`config.mk`:
```
export PLATFORM = sky130hd
export DESIGN_NAME = ntt_stage_scheduler_flat
export DESIGN_NICKNAME = d
export VERILOG_FILES = /design/src/rtl/ntt_stage_scheduler_if.sv /design/src/rtl/ntt_stage_scheduler.sv /design/src/flat_wrapper.sv
export SDC_FILE = /design/constraint.sdc
export NUM_CORES = 1
export LEC_CHECK = 0
export CORE_MARGIN = 5
export CORE_UTILIZATION = 60
export DETAILED_ROUTE_END_ITERATION = 7
export PLACE_DENSITY = 0.83
export SYNTH_ARGS = -nofsm -noshare
export SYNTH_HDL_FRONTEND = slang
export SYNTH_SLANG_ARGS = --single-unit
```
`constraint.sdc`:
```
create_clock -name clk -period 4 [get_ports clk]
set_input_delay 0.4 -clock clk [delete_from_list [all_inputs] [get_ports clk]]
set_output_delay 0.4 -clock clk [all_outputs]
set_load 0.005 [all_outputs]
```
`src/rtl/ntt_stage_scheduler_if.sv`:
```
// Handshake and row/select bus between the NTT stage scheduler and its host datapath.
// The master drives start; the slave (the scheduler) drives everything else.
interface ntt_stage_scheduler_if #(
  parameter int LOG_N = 10
);
  localparam int ROW_W = LOG_N - 3;
  localparam int STG_W = $clog2(LOG_N);

  logic             start;
  logic             busy;
  logic             done;
  logic             rd_en;
  logic [ROW_W-1:0] rd_addr;
  logic [STG_W-1:0] stage;
  logic [23:0]      sel_bus;
  logic             wr_en;
  logic [ROW_W-1:0] wr_addr;
  logic [STG_W-1:0] wr_stage;

  modport master (
    output start,
    input  busy, done, rd_en, rd_addr, stage, sel_bus, wr_en, wr_addr, wr_stage
  );

  modport slave (
    input  start,
    output busy, done, rd_en, rd_addr, stage, sel_bus, wr_en, wr_addr, wr_stage
  );
endinterface

```
`src/rtl/ntt_stage_scheduler.sv`:
```
// Radix-2 NTT pass sequencer: issues row reads with crossbar lane selects, then
// drains the butterfly pipeline before the next stage. Write-back mirrors reads.
//
// state  | meaning
// IDLE   | waiting for start
// ISSUE  | one row read per cycle, rows 0..R-1 of the current stage
// DRAIN  | BF_LATENCY idle cycles so the stage's last write lands before next reads
// FINISH | single-cycle done pulse, then back to IDLE
module ntt_stage_scheduler #(
  parameter int LOG_N      = 10,
  parameter int BF_LATENCY = 13
) (
  input logic                  clk,
  input logic                  rst,
  ntt_stage_scheduler_if.slave bus
);
  localparam int ROW_W = LOG_N - 3;
  localparam int STG_W = $clog2(LOG_N);
  localparam int DRN_W = $clog2(BF_LATENCY + 1);
  localparam int DLY_W = 1 + ROW_W + STG_W;

  localparam logic [ROW_W-1:0] ROW_LAST = {ROW_W{1'b1}};
  localparam logic [STG_W-1:0] STG_LAST = STG_W'(LOG_N - 1);
  localparam logic [DRN_W-1:0] DRN_LOAD = DRN_W'(BF_LATENCY);

  typedef enum logic [1:0] {
    IDLE   = 2'd0,
    ISSUE  = 2'd1,
    DRAIN  = 2'd2,
    FINISH = 2'd3
  } state_t;

  state_t           state_q, state_d;
  logic [ROW_W-1:0] row_q, row_d;
  logic [STG_W-1:0] stg_q, stg_d;
  logic [DRN_W-1:0] drn_q, drn_d;

  logic             busy_q, busy_d;
  logic             done_q, done_d;
  logic             rd_en_q, rd_en_d;
  logic [ROW_W-1:0] rd_addr_q, rd_addr_d;
  logic [STG_W-1:0] stage_q, stage_d;
  logic [23:0]      sel_q, sel_d;

  logic [BF_LATENCY-1:0][DLY_W-1:0] dly_q, dly_d;

  // Lane j -> {butterfly[1:0], upper half}; from stage 2 on the pattern is fixed.
  function automatic logic [23:0] sel_for(input logic [STG_W-1:0] s);
    logic [23:0] v;
    logic [2:0]  jj;
    v = '0;
    for (int j = 0; j < 8; j++) begin
      jj = 3'(j);
      if (s == STG_W'(0))
        v[3*j +: 3] = jj;
      else if (s == STG_W'(1))
        v[3*j +: 3] = {jj[2], jj[0], jj[1]};
      else
        v[3*j +: 3] = {jj[1:0], jj[2]};
    end
    return v;
  endfunction

  always_ff @(posedge clk or negedge rst) begin
    if (!rst) begin
      state_q   <= IDLE;
      row_q     <= '0;
      stg_q     <= '0;
      drn_q     <= '0;
      busy_q    <= 1'b0;
      done_q    <= 1'b0;
      rd_en_q   <= 1'b0;
      rd_addr_q <= '0;
      stage_q   <= '0;
      sel_q     <= '0;
      dly_q     <= '0;
    end else begin
      state_q   <= state_d;
      row_q     <= row_d;
      stg_q     <= stg_d;
      drn_q     <= drn_d;
      busy_q    <= busy_d;
      done_q    <= done_d;
      rd_en_q   <= rd_en_d;
      rd_addr_q <= rd_addr_d;
      stage_q   <= stage_d;
      sel_q     <= sel_d;
      dly_q     <= dly_d;
    end
  end

  always_comb begin
    state_d = state_q;
    row_d   = row_q;
    stg_d   = stg_q;
    drn_d   = drn_q;
    unique case (state_q)
      IDLE: begin
        if (bus.start) begin
          state_d = ISSUE;
          row_d   = '0;
          stg_d   = '0;
        end
      end
      ISSUE: begin
        if (row_q == ROW_LAST) begin
          state_d = DRAIN;
          row_d   = '0;
          drn_d   = DRN_LOAD;
        end else begin
          row_d = row_q + ROW_W'(1);
        end
      end
      DRAIN: begin
        if (drn_q == DRN_W'(1)) begin
          drn_d = '0;
          if (stg_q == STG_LAST) begin
            state_d = FINISH;
          end else begin
            state_d = ISSUE;
            stg_d   = stg_q + STG_W'(1);
            row_d   = '0;
          end
        end else begin
          drn_d = drn_q - DRN_W'(1);
        end
      end
      FINISH: begin
        state_d = IDLE;
        stg_d   = '0;
      end
      default: state_d = IDLE;
    endcase
  end

  // Outputs are decoded from the next state so they appear registered with it.
  always_comb begin
    rd_en_d   = (state_d == ISSUE);
    rd_addr_d = rd_en_d ? row_d : '0;
    stage_d   = rd_en_d ? stg_d : '0;
    sel_d     = rd_en_d ? sel_for(stg_d) : '0;
    busy_d    = (state_d == ISSUE) || (state_d == DRAIN);
    done_d    = (state_d == FINISH);
    dly_d     = '0;
    dly_d[0]  = {rd_en_q, rd_addr_q, stage_q};
    for (int i = 1; i < BF_LATENCY; i++) begin
      dly_d[i] = dly_q[i-1];
    end
  end

  assign bus.busy     = busy_q;
  assign bus.done     = done_q;
  assign bus.rd_en    = rd_en_q;
  assign bus.rd_addr  = rd_addr_q;
  assign bus.stage    = stage_q;
  assign bus.sel_bus  = sel_q;
  assign bus.wr_en    = dly_q[BF_LATENCY-1][DLY_W-1];
  assign bus.wr_addr  = dly_q[BF_LATENCY-1][STG_W +: ROW_W];
  assign bus.wr_stage = dly_q[BF_LATENCY-1][STG_W-1:0];
endmodule

```
`src/flat_wrapper.sv`:
```
// flat-port wrapper written by rule: the top's interface ports become plain ports
module ntt_stage_scheduler_flat 
#(
  parameter int LOG_N      = 10,
  parameter int BF_LATENCY = 13
)
  (clk, rst, bus_start, bus_busy, bus_done, bus_rd_en, bus_rd_addr, bus_stage, bus_sel_bus, bus_wr_en, bus_wr_addr, bus_wr_stage);
  ntt_stage_scheduler_if #(.LOG_N(LOG_N)) bus_i ();
  input logic clk;
  input logic rst;
  input wire logic [$bits(bus_i.start)-1:0] bus_start;
  output wire logic [$bits(bus_i.busy)-1:0] bus_busy;
  output wire logic [$bits(bus_i.done)-1:0] bus_done;
  output wire logic [$bits(bus_i.rd_en)-1:0] bus_rd_en;
  output wire logic [$bits(bus_i.rd_addr)-1:0] bus_rd_addr;
  output wire logic [$bits(bus_i.stage)-1:0] bus_stage;
  output wire logic [$bits(bus_i.sel_bus)-1:0] bus_sel_bus;
  output wire logic [$bits(bus_i.wr_en)-1:0] bus_wr_en;
  output wire logic [$bits(bus_i.wr_addr)-1:0] bus_wr_addr;
  output wire logic [$bits(bus_i.wr_stage)-1:0] bus_wr_stage;
  assign bus_i.start = bus_start;
  assign bus_busy = bus_i.busy;
  assign bus_done = bus_i.done;
  assign bus_rd_en = bus_i.rd_en;
  assign bus_rd_addr = bus_i.rd_addr;
  assign bus_stage = bus_i.stage;
  assign bus_sel_bus = bus_i.sel_bus;
  assign bus_wr_en = bus_i.wr_en;
  assign bus_wr_addr = bus_i.wr_addr;
  assign bus_wr_stage = bus_i.wr_stage;
  ntt_stage_scheduler #(.LOG_N(LOG_N), .BF_LATENCY(BF_LATENCY)) u_core (.clk(clk), .rst(rst), .bus(bus_i));
endmodule
```
==> results.sh <==
export IMPL_rsz0062_at_grt="no"
export IMPL_clock_latency_ns=0.51
export IMPL_yosys_area_top_type_share=0.835
export IMPL_synth_seq_cells=193
export IMPL_ys_top_cells_by_area="dfrtp_1 (84%), buf_4 (3.8%), ha_1 (1.5%), and2_1 (1.1%), nor2_1 (0.71%)"
export IMPL_period_share=0.693
export IMPL_reg2reg_depth=7
export IMPL_start_kind="flip-flop"
export IMPL_path_clk_slew_ns=0.07
export IMPL_num_antenna_cells=0
export IMPL_cts_path_max_buffers=2
export IMPL_htree_levels=4
export IMPL_critPathKind="flip-flop to flip-flop"
export IMPL_ff2ff_setup_slack_ns=1.23
export IMPL_placement_rows=35
export IMPL_grtUsageTotal=0.167
export IMPL_ys_seq_area_frac=0.835
export IMPL_hold_viol=0
export IMPL_numCtsBuffers=17
export IMPL_finalNetCount=381
export IMPL_drv_slew=0
export IMPL_ioPinCount=53
export IMPL_peakVddDrop_uv=263
export IMPL_finalSetupTns_ns=0
export IMPL_cap_violations=0
export IMPL_postCtsSetupRepairBufs=0
export IMPL_route_final_wire_length_um=8550
export IMPL_syn_instance_count=334
export IMPL_power_density_nw_per_um2=523
export IMPL_skew_ns=0.0101
export IMPL_start_util=0.620
export IMPL_synth_avg_cell_area_um2=17.3
export IMPL_cts_root_buf="clkbuf_8"
export IMPL_synth_warnings=0
export IMPL_reg2reg_to="u_core.bus.sel_bus[17]$_DFF_PN0_"
export IMPL_setup_viol=0
export IMPL_nFillCells=573
export IMPL_drive_gt1_frac=0.0990
export IMPL_yosys_area_top_type="dfrtp_1"
export IMPL_crit_arrival_ns=3.18
export IMPL_grt_first_pass_wirelength_um=14700
export IMPL_place_ws_ns=1.31
export IMPL_cp_max_fo=13
export IMPL_mappedNetlistArea_um2=5780
export IMPL_final_common_cell="dfrtp_1"
export IMPL_tritoncts="done"
export IMPL_area_growth_pct=16.7
export IMPL_grt_antenna_before_repair=0
export IMPL_die_w_um=108
export IMPL_vias=2570
export IMPL_grt_overflow_total=0
export IMPL_fp_coreArea_um2=9330
export IMPL_status="completed"
export IMPL_clock_fmax_ghz=0.361
export IMPL_setup_slack_ns=1.23
export IMPL_cts_hold_buf=0
export IMPL_vias_per_cell=5.01
export IMPL_ys_types=44
export IMPL_tightest_slew_ns=0.977
export IMPL_dr_pass1_iters=4
export IMPL_hold_class="input port to asynchronous set/reset pin"
export IMPL_ant_nets=0
export IMPL_r2r_start="u_core.drn_q[0]$_DFFE_PN0P_"
export IMPL_die_h_um=108
export IMPL_clock_sinks=193
export IMPL_critPathRequiredTime_ns=4.41
export IMPL_dieArea_um2=11700
export IMPL_grt_pass1_vias=2883
export IMPL_drtIter0Drc=101
export IMPL_max_slew_margin_rel=0.349
export IMPL_drt_wirelength_per_cell_um=16.7
export IMPL_port_buffers=47
export IMPL_end_kind="flip-flop"
export IMPL_route_detailed_drc=0
export IMPL_fin_crit_ns=2.77
export IMPL_cts_resized=0
export IMPL_globalplace_congestion=0.813
export IMPL_dp_final_hpwl_um=4970
export IMPL_grt_start_max_net_pins=136
export IMPL_leakage_nw=3.10
export IMPL_layout_common_cells="dfrtp_1 (193), clkdlybuf4s50_1 (46), clkbuf_16 (16)"
[cells by family (layout without fill, tap and decap cells)]
family / Yosys count / after routing / synth area share
AO/OA/AOI/OAI: 29 / 29 / 0.0374
XOR/XNOR: 2 / 2 / 0.00303
adder cells (fa/ha/maj): 7 / 7 / 0.0151
buffers and inverters: 42 / 88 / 0.0476
flip-flops: 193 / 193 / 0.835
multiplexers: 1 / 1 / 0.00195
other: 1 / 5 / 0.000649
AND/OR/NAND/NOR: 59 / 59 / 0.0589
[report_power, final]
part / internal [mW] / switching [mW]
clock: 0.832 / 0.708
sequential: 1.95 / 0
combinational: 0.00331 / 0.0358
total: 2.79 / 0.744
[how the worst max path moves through the flow]
stage                                       endpoint  slack (ns)                        start  depth (start not counted)
detailed placement  u_core.bus.sel_bus[17]$_DFF_PN0_        1.31  u_core.drn_q[1]$_DFFE_PN0P_                          8
CTS                 u_core.bus.sel_bus[17]$_DFF_PN0_        1.23  u_core.drn_q[0]$_DFFE_PN0P_                          7
global placement    u_core.bus.sel_bus[17]$_DFF_PN0_        1.48  u_core.drn_q[1]$_DFFE_PN0P_                          8
floorplan           u_core.bus.sel_bus[17]$_DFF_PN0_        1.88  u_core.drn_q[1]$_DFFE_PN0P_                          9
global route        u_core.bus.sel_bus[17]$_DFF_PN0_        0.99  u_core.drn_q[0]$_DFFE_PN0P_                          7
finish              u_core.bus.sel_bus[17]$_DFF_PN0_        1.23  u_core.drn_q[0]$_DFFE_PN0P_                          7
[synth_stat cells]
cell       instances
and3b_1            1
o21ai_1            3
nand2b_1           2
a31oi_1            1
o21ai_0            2
o221ai_1           1
clkbuf_1           4
a22oi_1            1
nor3_4             1
buf_4             29
and2_1            10
o211a_1            2
dfrtp_1          193
buf_2              1
a211o_1            3
a22o_1             2
or2_0              1
a21o_1             3
conb_1             1
a21oi_1            5
or3b_1             1
o22ai_1            1
inv_1              7
buf_6              1
and3_1             4
xor2_1             2
mux2_2             1
nor2b_1            4
a211oi_1           1
or2_1              1
nand2_1            6
a211o_4            1
nor3_1             3
or4_1              1
nand3_1            6
nor4_1             4
o21a_1             1
nand4bb_1          1
a2111oi_0          1
or3_1              1
a221o_1            1
nor2_1            11
ha_1               7
nor3_2             1
[sequential cells by signal (all words and copies together), names as in the netlist, 2 cells and up]
| register | cells |
|---|---|
| u_core.bus.sel_bus | 7 |
| u_core.bus.wr_addr | 7 |
| u_core.bus.rd_addr | 7 |
| u_core.bus.wr_stage | 4 |
| u_core.stg_q | 4 |
| u_core.drn_q | 4 |
| u_core.dly_d | 144 |
| u_core.bus.stage | 4 |
| u_core.row_q | 7 |
| u_core.state_q | 2 |
[critical path, stage by stage, from the launching register on]
cell	delay, ns
dfrtp_1	0.46
ha_1	0.24
or3b_1	0.53
or2_1	0.33
a21oi_1	0.17
ha_1	0.45
inv_1	0.20
nor4_1	0.30
[layer usage]
metal | up-vias | track usage | part of all wire | routed length [um]
li1 | 1135 | - | - | -
met1 | 1333 | 0.207 | 0.39 | 3330
met2 | 88 | 0.273 | 0.54 | 4630
met3 | 14 | 0.0484 | 0.048 | 411
met4 | 0 | 0.0812 | 0.021 | 179
met5 | - | 0 | 0 | 0
[layout make-up]
| type | instances | area [um2] | share of cell area |
|---|---|---|---|
| inverter | 7 | 26.3 | 0.00389 |
| tap | 129 | 161 | 0.0239 |
| timing repair buffer | 49 | 489 | 0.0725 |
| clock inverter | 11 | 92.6 | 0.0137 |
| sequential | 193 | 4830 | 0.715 |
| multi-input combinational | 103 | 692 | 0.103 |
| clock buffer | 21 | 459 | 0.0680 |
[per-stage QoR]
| stage | power [mW] | area, um2 | std cells | hold slack, ns | utilization |
|---|---|---|---|---|---|
| final | 3.53 | 6750 | 513 | 0.0515 | 0.724 |
| after global routing | 3.67 | 6750 | 513 | 0.125 | 0.724 |
| after CTS | 3.58 | 6750 | 513 | 0.0894 | 0.724 |
| after global placement | 2.03 | 6200 | 481 | 0.331 | 0.665 |
| after detailed placement | 2.03 | 6200 | 481 | 0.335 | 0.665 |
| after floorplan | 1.99 | 5800 | 338 | 0.104 | - |
Power figures use the tool's default switching activity.
